## src/rtl/irq_pkg.sv

```systemverilog
// Shared types for the interrupt request-capture stage and its encoder.
package irq_pkg;
  localparam int NUM_IRQ = 7;

  typedef logic [7:1] irq_vec_t;
  typedef logic [2:0] irq_id_t;

  typedef enum logic {
    IDLE  = 1'b0,
    OFFER = 1'b1
  } irq_state_t;
endpackage

```

## src/rtl/priorityencoder.sv

```systemverilog
// 7:1 priority encoder: highest set index wins, 0 when no line is set.
module priorityencoder (
  input  logic [7:1] a,
  output logic [2:0] y
);
  always_comb begin
    y = 3'd0;
    for (int i = 1; i <= 7; i++) begin
      if (a[i]) y = 3'(i);
    end
  end
endmodule

```

## src/rtl/irq_pending_ctrl.sv

```systemverilog
// Captures raw interrupt lines into a pending register, masks them and offers
// the highest-priority pending id on a valid/ready handshake.
module irq_pending_ctrl
  import irq_pkg::*;
#(
  parameter irq_vec_t LEVEL_MASK = 7'b0000000,
  parameter irq_vec_t ENABLE_RST = 7'b1111111
) (
  input  logic       clk,
  input  logic       reset,
  input  irq_vec_t   irq,
  input  logic       en_we,
  input  irq_vec_t   en_wdata,
  output irq_vec_t   enable,
  input  logic       ovf_clr,
  output irq_vec_t   ovf,
  output irq_vec_t   pend_vec,
  output logic       id_valid,
  output irq_id_t    id,
  input  logic       id_ready,
  output irq_state_t state_dbg
);
  // Handshake: an id transfers on a rising edge where id_valid && id_ready;
  // once id_valid is high, id is held stable until that transfer.

  irq_vec_t   irq_q, pend_q, pend_d, en_q, en_d, ovf_q, ovf_d;
  irq_vec_t   set_v, clr_v, new_ovf;
  irq_id_t    id_q, id_d, enc_id;
  irq_state_t state_q, state_d;
  logic       accept;

  priorityencoder u_enc (
    .a (pend_vec),
    .y (enc_id)
  );

  assign pend_vec  = pend_q & en_q;
  assign enable    = en_q;
  assign ovf       = ovf_q;
  assign id        = id_q;
  assign id_valid  = (state_q == OFFER);
  assign state_dbg = state_q;
  assign accept    = id_valid && id_ready;

  assign set_v = (LEVEL_MASK & irq) | (~LEVEL_MASK & irq & ~irq_q);

  always_comb begin
    clr_v = '0;
    for (int i = 1; i <= NUM_IRQ; i++) begin
      if (accept && (id_q == irq_id_t'(i))) clr_v[i] = 1'b1;
    end
  end

  // A fresh request always re-pends, even on the cycle its old copy is acked.
  assign pend_d  = set_v | (pend_q & ~clr_v);
  assign new_ovf = set_v & pend_q & ~clr_v & ~LEVEL_MASK;
  assign ovf_d   = new_ovf | (ovf_clr ? '0 : ovf_q);
  assign en_d    = en_we ? en_wdata : en_q;

  always_comb begin
    state_d = state_q;
    id_d    = id_q;
    unique case (state_q)
      IDLE: begin
        if (pend_vec != '0) begin
          id_d    = enc_id;
          state_d = OFFER;
        end
      end
      OFFER: begin
        if (id_ready) state_d = IDLE;
      end
      default: state_d = IDLE;
    endcase
  end

  always_ff @(posedge clk) begin
    if (reset) begin
      irq_q   <= '0;
      pend_q  <= '0;
      en_q    <= ENABLE_RST;
      ovf_q   <= '0;
      id_q    <= '0;
      state_q <= IDLE;
    end else begin
      irq_q   <= irq;
      pend_q  <= pend_d;
      en_q    <= en_d;
      ovf_q   <= ovf_d;
      id_q    <= id_d;
      state_q <= state_d;
    end
  end
endmodule

```

## config.mk

```make
export PLATFORM = sky130hd
export DESIGN_NAME = irq_pending_ctrl
export DESIGN_NICKNAME = d
export VERILOG_FILES = /design/src/rtl/irq_pkg.sv /design/src/rtl/priorityencoder.sv /design/src/rtl/irq_pending_ctrl.sv
export SDC_FILE = /design/constraint.sdc
export NUM_CORES = 1
export LEC_CHECK = 0
export BUFFER_PORTS_ARGS = -buffer_cell sky130_fd_sc_hd__buf_2
export CAP_MARGIN = 0
export CORE_UTILIZATION = 43
export DETAILED_ROUTE_END_ITERATION = 8
export PLACE_DENSITY = 0.86
export SLEW_MARGIN = 20
export SYNTH_ARGS = -nofsm -noshare
export SYNTH_HDL_FRONTEND = slang
export SYNTH_SLANG_ARGS = --single-unit
```

## constraint.sdc

```tcl
create_clock -name clk -period 1.3 [get_ports clk]
set_input_delay 0.13 -clock clk [delete_from_list [all_inputs] [get_ports clk]]
set_output_delay 0.13 -clock clk [all_outputs]
set_load 0.005 [all_outputs]
```

---- Word level (Yosys, flattened, before mapping) ----
Index checks and enable logic that the tools add are counted.
storage, ports and cells
  register bits after elaboration ......... 32
  latch bits .............................. 0
  memory bits (writable) .................. 0
  bits in read-only memories .............. 0
  input port bits ......................... 19
  output and inout bits ................... 26
  word-level logic and storage cells ...... 51
  memories kept ........................... 0
operators by class
  $add $sub $neg .......................... 0
  multipliers ............................. 0
  divide/modulo/power cells ............... 0
  magnitude comparators ................... 0
  eq/ne operators ......................... 7
  shifts and indexed selects .............. 0
  multiplexer cells ....................... 18
  bitwise logic cells ..................... 10
  reduce and logical (&&, ||, !) cells .... 10
operator list
  cell                number
  $and 7x7->7         5
  $not 7->7           2
  $or 7x7->7          2
  $eq 3x3->1 const B  4
  $mux 3              4
  $mux 1              10
  $logic_and 1x1->1   8
  $mux 7              1
  $reduce_bool 7->1   1
  $eq 3x2->1 const B  2
  $mux 2              2
  $eq 3x1->1 const B  1
  $pmux 1 s2          1
  $reduce_and 2->1    1
  $not 1->1           1

---- Logic depth before layout (Yosys ltp) ----
Gate-level depths: netlist of run 1.
  depth after elaboration ................. 8
  gate-level depth with buffers ........... 5
  gate-level depth less buffers ........... 5

---- Modules after synthesis ----
A second synthesis of run 1 with hierarchy kept.
unflattened totals
  cell total of the unflattened synthesis .. 145
  area total of the unflattened synthesis .. 1318.8 um^2
by module, submodules not included
  module            instances  cells an instance  area each (um^2)  sequential area each (um^2)
  irq_pending_ctrl  1          135                1273.7            640.6
  priorityencoder   1          10                 45.0              0.0

---- Worst setup path after synthesis of run 1 ----
No wires, ideal clock.
  path kind ............................... register -> register
  start point ............................. register en_q[2], in the netlist enable[2]
  end point ............................... register id_q[1], in the netlist id[1]
  data arrival time ....................... 1143 ps
  required time ........................... 1209 ps
  slack ................................... 66 ps
  cell stages (with the launch flop) ...... 4
  cell sequence ........................... dfxtp_1 -> a222oi_1 -> a31oi_1 -> a311oi_1
on the way
  word-level cells in the longest chain between the ends .. 6
  elaborated cells between the ends (all ways) .. 8
  those cells by class .................... mux (5); bitwise (1); reduce/logical (2)
ends and longest elaborated chain
  what                      line                    RTL
  start: declaration        irq_pending_ctrl.sv:26  irq_vec_t irq_q, pend_q, pend_d, en_q, en_d, ovf_q, ovf_d;
  start signal: assignment  irq_pending_ctrl.sv:88  en_q <= en_d;
  $and 7x7->7 *             irq_pending_ctrl.sv:37  assign pend_vec = pend_q & en_q;
  $mux 2                    priorityencoder.sv:9    if (a[i]) y = 3'(i);
  $mux 3 (4 in a row)       priorityencoder.sv:9
  end signal: assignment    irq_pending_ctrl.sv:90  id_q <= id_d;
  end: declaration          irq_pending_ctrl.sv:28  irq_id_t id_q, id_d, enc_id;
Mark *: on every way between the ends. The rest lies on a longest branch, timed or not.
A chain may end at the register's enable or synchronous reset.

---- Worst setup path after layout of run 1 ----
  start point ............................. register pend_q[2]
  end point ............................... register state_q, in the netlist id_valid
on the way
  word-level cells in the longest chain between the ends .. 4
ends and longest elaborated chain
  what                      line                    RTL
  start: declaration        irq_pending_ctrl.sv:26
  start signal: assignment  irq_pending_ctrl.sv:87  pend_q <= pend_d;
  $and 7x7->7               irq_pending_ctrl.sv:37
  $reduce_bool 7->1         irq_pending_ctrl.sv:65  if (pend_vec != '0) begin
  $mux 1                    irq_pending_ctrl.sv:65
  $pmux 1 s2                irq_pending_ctrl.sv:63  unique case (state_q)
  end signal: assignment    irq_pending_ctrl.sv:91  state_q <= state_d;
  end: declaration          irq_pending_ctrl.sv:29  irq_state_t state_q, state_d;
Every way passes these cells.

==> results of run 1 <==
-- critical path: cells and delay by family (launching register included) --
family                 cells  cell delay [ns]
AOI/OAI and AO/OA          2             0.38
and+or+nand+nor            2             0.15
DFF                        1             0.33
buffers and inverters      2             0.28
-- power groups by stage --
stage / combinational, uW / sequential [uW] / clock, uW
after global routing: 419 / 1120 / 629
after CTS: 363 / 1100 / 593
final: 378 / 1110 / 580
after floorplan: 183 / 1120 / 0
after detailed placement: 342 / 1130 / 0
after global placement: 335 / 1120 / 0
-- final cells by class --
type                       instances  share of cell area [%]
sequential                        32                    39.1
timing repair buffer              55                    18.9
inverter                           9                    2.06
clock inverter                     2                   0.609
tap                               31                    2.36
multi-input combinational         86                    33.8
clock buffer                       6                    3.12
-- metrics by stage --
step                hold WS (ns)  instance area, um2
floorplan                  0.202                1230
global placement           0.333                1510
detailed placement         0.341                1510
CTS                     0.000326                1620
global route             0.00669                1640
finish                   0.00320                1640
-- synthesized netlist by cell type, types with 3 or more instances --
| library cell | n | share of area [%] |
|---|---|---|
| o21ai_0 | 8 | 3.3 |
| nand2b_1 | 9 | 4.6 |
| a21oi_1 | 10 | 4.1 |
| nor2b_1 | 21 | 11 |
| nor2_1 | 3 | 0.91 |
| o22ai_1 | 7 | 3.6 |
| clkbuf_1 | 4 | 1.2 |
| inv_1 | 9 | 2.7 |
| and2_1 | 4 | 2.0 |
| a211o_1 | 8 | 5.7 |
| nand2_1 | 3 | 0.91 |
| dfxtp_1 | 32 | 52 |
-- per-layer routing --
layer,GRT usage [%],up-vias,share of wire [%]
met5,0,-,0
met4,5.36,0,1.2
met3,7.26,5,6.4
met2,32.4,36,48
met1,23.6,524,44
li1,-,578,-
-- cell families after synthesis --
family          after synthesis  synth area share (%)
buf+inv                      14                  4.57
compound gates               42                  22.3
simple gates                 44                  21.1
flops                        32                  52.0
-- state kept, by name, summed over array words and instances (netlist names) --
name      flops
pend_q        7
enable        7
ovf           7
id_valid      1
irq_q         7
id            3
-- how the worst max path moves through the flow --
stage	end	cells past startpoint
CTS	id_valid	5
finish	id_valid	6
floorplan	id[1]	3
detailed placement	id[1]	3
global route	id_valid	6
global placement	id[1]	3
-- cells in the final DEF (no fill, tap or decap) --
cell type	n
a211o_1	8
a211oi_1	2
a21o_1	1
a21oi_1	10
a222oi_1	1
a22oi_1	1
a22oi_2	1
a311oi_1	1
a31oi_2	1
and2_1	4
and2_2	1
buf_2	44
buf_4	8
clkbuf_4	5
clkbuf_8	1
clkinv_2	2
dfxtp_1	30
dfxtp_2	2
dlygate4sd3_1	3
inv_1	9
nand2_1	3
nand2b_1	9
nand3_1	1
nand3_2	1
nand3b_1	1
nor2_1	3
nor2b_1	21
o21ai_0	6
o21ai_1	2
o22ai_1	7
o31ai_2	1
-- timing repair --
item	CTS	global route
hold buffers	3	0
endpoints found under the setup margin	3	5
gates resized for setup	3	5
buffers inserted	2	1
hold endpoints to repair	3	0
pin swaps	5	2
==> flow_summary.json, run 1 <==
{
  "seq_power_share_pct": 53.7,
  "vdd_drop_max_v": 0.000891,
  "nFillCells": 240,
  "fmax_mhz": 782,
  "status": "completed",
  "cpPeakStageDelay_ns": 0.33,
  "required_ns": 1.49,
  "worstMarginPinSlew_ns": 0.564,
  "postLayoutSetupSlackWorst_ns": 0.0210,
  "ant_nets": 0,
  "period_needed_ns": 1.28,
  "post-place-cells": 207,
  "place_ws_ns": -0.0223,
  "firstDrtPassIters": 4,
  "r2r_end": "id_valid",
  "wirelength_um": 2840,
  "htreeDepth": 2,
  "die_w_um": 55.5,
  "final-setup-viol-count": 0,
  "die_h_um": 55.5,
  "yosysUniqueCellTypes": 23,
  "async_flop_share_pct": 0,
  "vias": 1143,
  "grt-ovfl-total": 0,
  "synth_ff_type": "dfxtp_1",
  "grt_max_degree": 33,
  "syn_nets": 151,
  "insertion_delay_ns": 0.33,
  "synth_edf_count": 0,
  "min_path_type": "input pin to flop",
  "maxCapViolations": 0,
  "regArea_um2": 643,
  "antenna_found_initial": 0,
  "synthCells": 132,
  "drive_gt1_share_pct": 35.3,
  "core_um2": 2730,
  "final_cells": 221,
  "grt_pass1_wl_um": 4620,
  "multiInputGateArea_um2": 556,
  "total_power_uw": 2070,
  "tns_ns": 0,
  "clk_pin_slew_worst_paths_ns": 0.09,
  "crit_start": "pend_q[2]",
  "cts_sinks": 32,
  "slew_viol_final": 0,
  "power.internal_uw": 1510,
  "slew_headroom_pct": 62.4,
  "worstHoldStart": "en_wdata[6]",
  "p_clk_share_pct": 28.0,
  "comb_power_share_pct": 18.3,
  "ys_seq_elements": 32,
  "finalClockSkew_ns": 0.00570,
  "worst_path_max_delay_cell": "dfxtp_2",
  "crit_type": "flop to flop",
  "end_kind": "flop",
  "yosysWarnings": 0,
  "hold_end": "enable[6]",
  "r2r_cells": 6,
  "reg2reg_from": "pend_q[2]",
  "critPathLaunchType": "flop",
  "crit_path_max_fanout": 2,
  "num_rows": 19,
  "leakagePower_uw": 0.000748,
  "synth_seq_area_share_pct": 52.0,
  "drcViolationCount": 0,
  "final.period_utilization_pct": 98.4,
  "place_congestion": 0.819,
  "reg2reg_slack_ns": 0.02,
  "dieArea_um2": 3080,
  "cts_tree": "yes",
  "critical_path.cell_chain": "a222oi_1, buf_4, buf_4, nand3_2, nor2_1, a211oi_1",
  "fin_util_pct": 60.1,
  "cts_buffer_depth": 2,
  "final_hold_viol_count": 0,
  "p_switching_uw": 560,
  "start_util_pct": 45.0,
  "p_per_area_nw_per_um2": 1260,
  "cts_buffers": 5,
  "syn_area_per_cell_um2": 9.33,
  "dp_hpwl_um": 1990,
  "drtIter0Drc": 33,
  "syn_area_um2": 1230,
  "grt_usage_pct": 19.5,
  "syn_to_final_growth_pct": 33.4,
  "n_antenna_cell": 0,
  "rsz0062_at_grt": "yes",
  "numPortBuffers": 44,
  "post_drt_wl_per_cell_um": 12.9,
  "layout.nets": 208,
  "vias_per_cell": 5.17,
  "arrival_ns": 1.47,
  "hold_depth": 2,
  "clockRootBuffer": "clkbuf_4",
  "swShare_pct": 27.1,
  "cpMostUsedCell": "buf_4",
  "grt_pass1_vias": 1085,
  "ioPinCount": 45
}
Note: power is estimated with default switching activity, not from simulation.
==> run 2, diff against run 1 <==
--- a/config.mk
+++ b/config.mk
@@ -5,11 +5,13 @@
 export SDC_FILE = /design/constraint.sdc
 export NUM_CORES = 1
 export LEC_CHECK = 0
+export ABC_CLOCK_PERIOD_IN_PS = 1300
 export BUFFER_PORTS_ARGS = -buffer_cell sky130_fd_sc_hd__buf_2
 export CAP_MARGIN = 0
 export CORE_UTILIZATION = 43
 export DETAILED_ROUTE_END_ITERATION = 8
 export PLACE_DENSITY = 0.86
+export SETUP_SLACK_MARGIN = 0.2
 export SLEW_MARGIN = 20
 export SYNTH_ARGS = -nofsm -noshare
 export SYNTH_HDL_FRONTEND = slang
==> run 2 against run 1 <==
Effect of this change:
- the run now ends with setup timing left
- fmax fell by 8.5%
- clock-buffer cell count increased by 2
- global-route usage up 0.96 points
- via count rose by 5.9%
- utilization up 4.1 points
- register-to-register slack lost 0.12 ns
- critical path depth decreased by 3
- clock power about the same
- sequential share of layout area is 1.4 points lower
- critical endpoint is now id[0]
- largest power group unchanged
==> flow_summary.json, run 2 (synthesis gave the netlist of run 1 again) <==
{
  "status": "complete, but fails checks",
  "violations": "setup timing",
  "cts_tree": "yes",
  "period_needed_ns": 1.40,
  "final_cells": 222,
  "layout.nets": 209,
  "dp_hpwl_um": 2110,
  "final-setup-viol-count": 3,
  "reg2reg_slack_ns": -0.1,
  "min_path_type": "input pin to flop",
  "cts_sinks": 32,
  "ioPinCount": 45,
  "reg2reg_from": "pend_q[2]",
  "firstDrtPassIters": 5,
  "r2r_cells": 3,
  "mostFrequentLayoutCells": "buf_2 (40), nor2b_1 (21), dfxtp_2 (17), dfxtp_1 (15), a21oi_1 (10)",
  "place_ws_ns": -0.0585,
  "grt_usage_pct": 20.4,
  "drcViolationCount": 0,
  "p_per_area_nw_per_um2": 1230,
  "final_hold_viol_count": 0,
  "dieArea_um2": 3080,
  "slew_headroom_pct": 62.8,
  "rsz0062_at_grt": "yes",
  "htreeDepth": 2,
  "r2r_end": "id[0]",
  "die_h_um": 55.5,
  "numPortBuffers": 44,
  "start_util_pct": 45.0,
  "nFillCells": 212,
  "postLayoutSetupSlackWorst_ns": -0.0983,
  "final.period_utilization_pct": 108,
  "ant_nets": 0,
  "syn_to_final_growth_pct": 42.5,
  "drive_gt1_share_pct": 50.3,
  "worstMarginPinSlew_ns": 0.559,
  "final_common_cell": "buf_2",
  "grt_pass1_vias": 1138,
  "num_rows": 19,
  "grt_max_degree": 33,
  "crit_path_max_fanout": 4,
  "critPathLaunchType": "flop",
  "die_w_um": 55.5,
  "clk_pin_slew_worst_paths_ns": 0.09,
  "finalClockSkew_ns": 0.00424,
  "hold_depth": 2,
  "hold_end": "enable[0]",
  "cts_buffer_depth": 2,
  "fmax_mhz": 715,
  "wirelength_um": 3280,
  "grt_pass1_wl_um": 4940,
  "worstHoldStart": "en_wdata[0]",
  "tns_ns": -0.161,
  "fin_util_pct": 64.2,
  "post-place-cells": 205,
  "vias": 1211,
  "required_ns": 1.52,
  "insertion_delay_ns": 0.32,
  "post_drt_wl_per_cell_um": 14.8,
  "place_congestion": 0.789,
  "vias_per_cell": 5.45,
  "maxCapViolations": 0,
  "end_kind": "flop",
  "drtIter0Drc": 42,
  "clockRootBuffer": "clkbuf_4",
  "slew_viol_final": 0,
  "antenna_found_initial": 0,
  "arrival_ns": 1.62,
  "leakagePower_uw": 0.000773,
  "n_antenna_cell": 0,
  "grt-ovfl-total": 0,
  "cts_buffers": 5,
  "vdd_drop_max_v": 0.00102,
  "total_power_uw": 2150,
  "core_um2": 2730,
  "crit_type": "flop to flop"
}
==> run 2: cell types whose count changed in the layout (fill, tap and decap cells not counted), sizes merged <==
cell,delta
buf,+2
clkbuf,+2
dlygate4sd3,-1
clkinv,-2
==> run 2: how the worst max path moves through the flow <==
stage / cells after the start / endpoint / slack [ns] / from
after floorplan: 3 / id[1] / 0.07 / enable[2]
after global placement: 3 / id[1] / 0.07 / pend_q[2]
after detailed placement: 3 / id[1] / -0.06 / pend_q[2]
after CTS: 3 / id[1] / -0.02 / enable[2]
after global routing: 3 / id[1] / -0.17 / pend_q[2]
final: 3 / id[0] / -0.1 / pend_q[2]
==> run 2: where the power goes <==
part	leakage [uW]	internal (uW)	switching, uW	total, uW
registers	0.000266	1060	76.6	1140
clock network	0.0000326	267	315	581
logic	0.000474	230	205	435
==> run 2: layer usage <==
metal	track usage [%]	routed length, um
met1	23.4	1320
met3	6.79	157
met4	7.14	51
met5	0	0
met2	35.5	1750
==> run 2: metrics by stage <==
stage / cell area, um2 / hold slack (ns)
detailed placement: 1500 / 0.343
global route: 1750 / 0.00183
global placement: 1500 / 0.331
finish: 1750 / 0.00987
floorplan: 1240 / 0.202
CTS: 1640 / 0.00347
==> run 2: timing repair <==
item	in CTS	in global routing
gates resized for setup	27	19
hold buffers	0	2
pin swaps	11	7
setup buffers	3	4
cloned	0	0
endpoints found under the hold margin	0	2
endpoints found under the setup margin	17	25
==> run 2: worst max-delay path, stage by stage, from the launching register on <==
cell      delay, ns
dfxtp_2        0.33
a222oi_1       0.41
a31oi_1        0.25
a211oi_1       0.32
==> run 2: cell type report <==
class / instances / area [um2] / area share, %
flip-flops and latches: 32 / 662 / 37.7
multi-input cells: 86 / 617 / 35.2
well taps: 31 / 38.8 / 2.21
repair buffers: 56 / 344 / 19.6
clock buffers: 8 / 58.8 / 3.35
inverters: 9 / 33.8 / 1.93
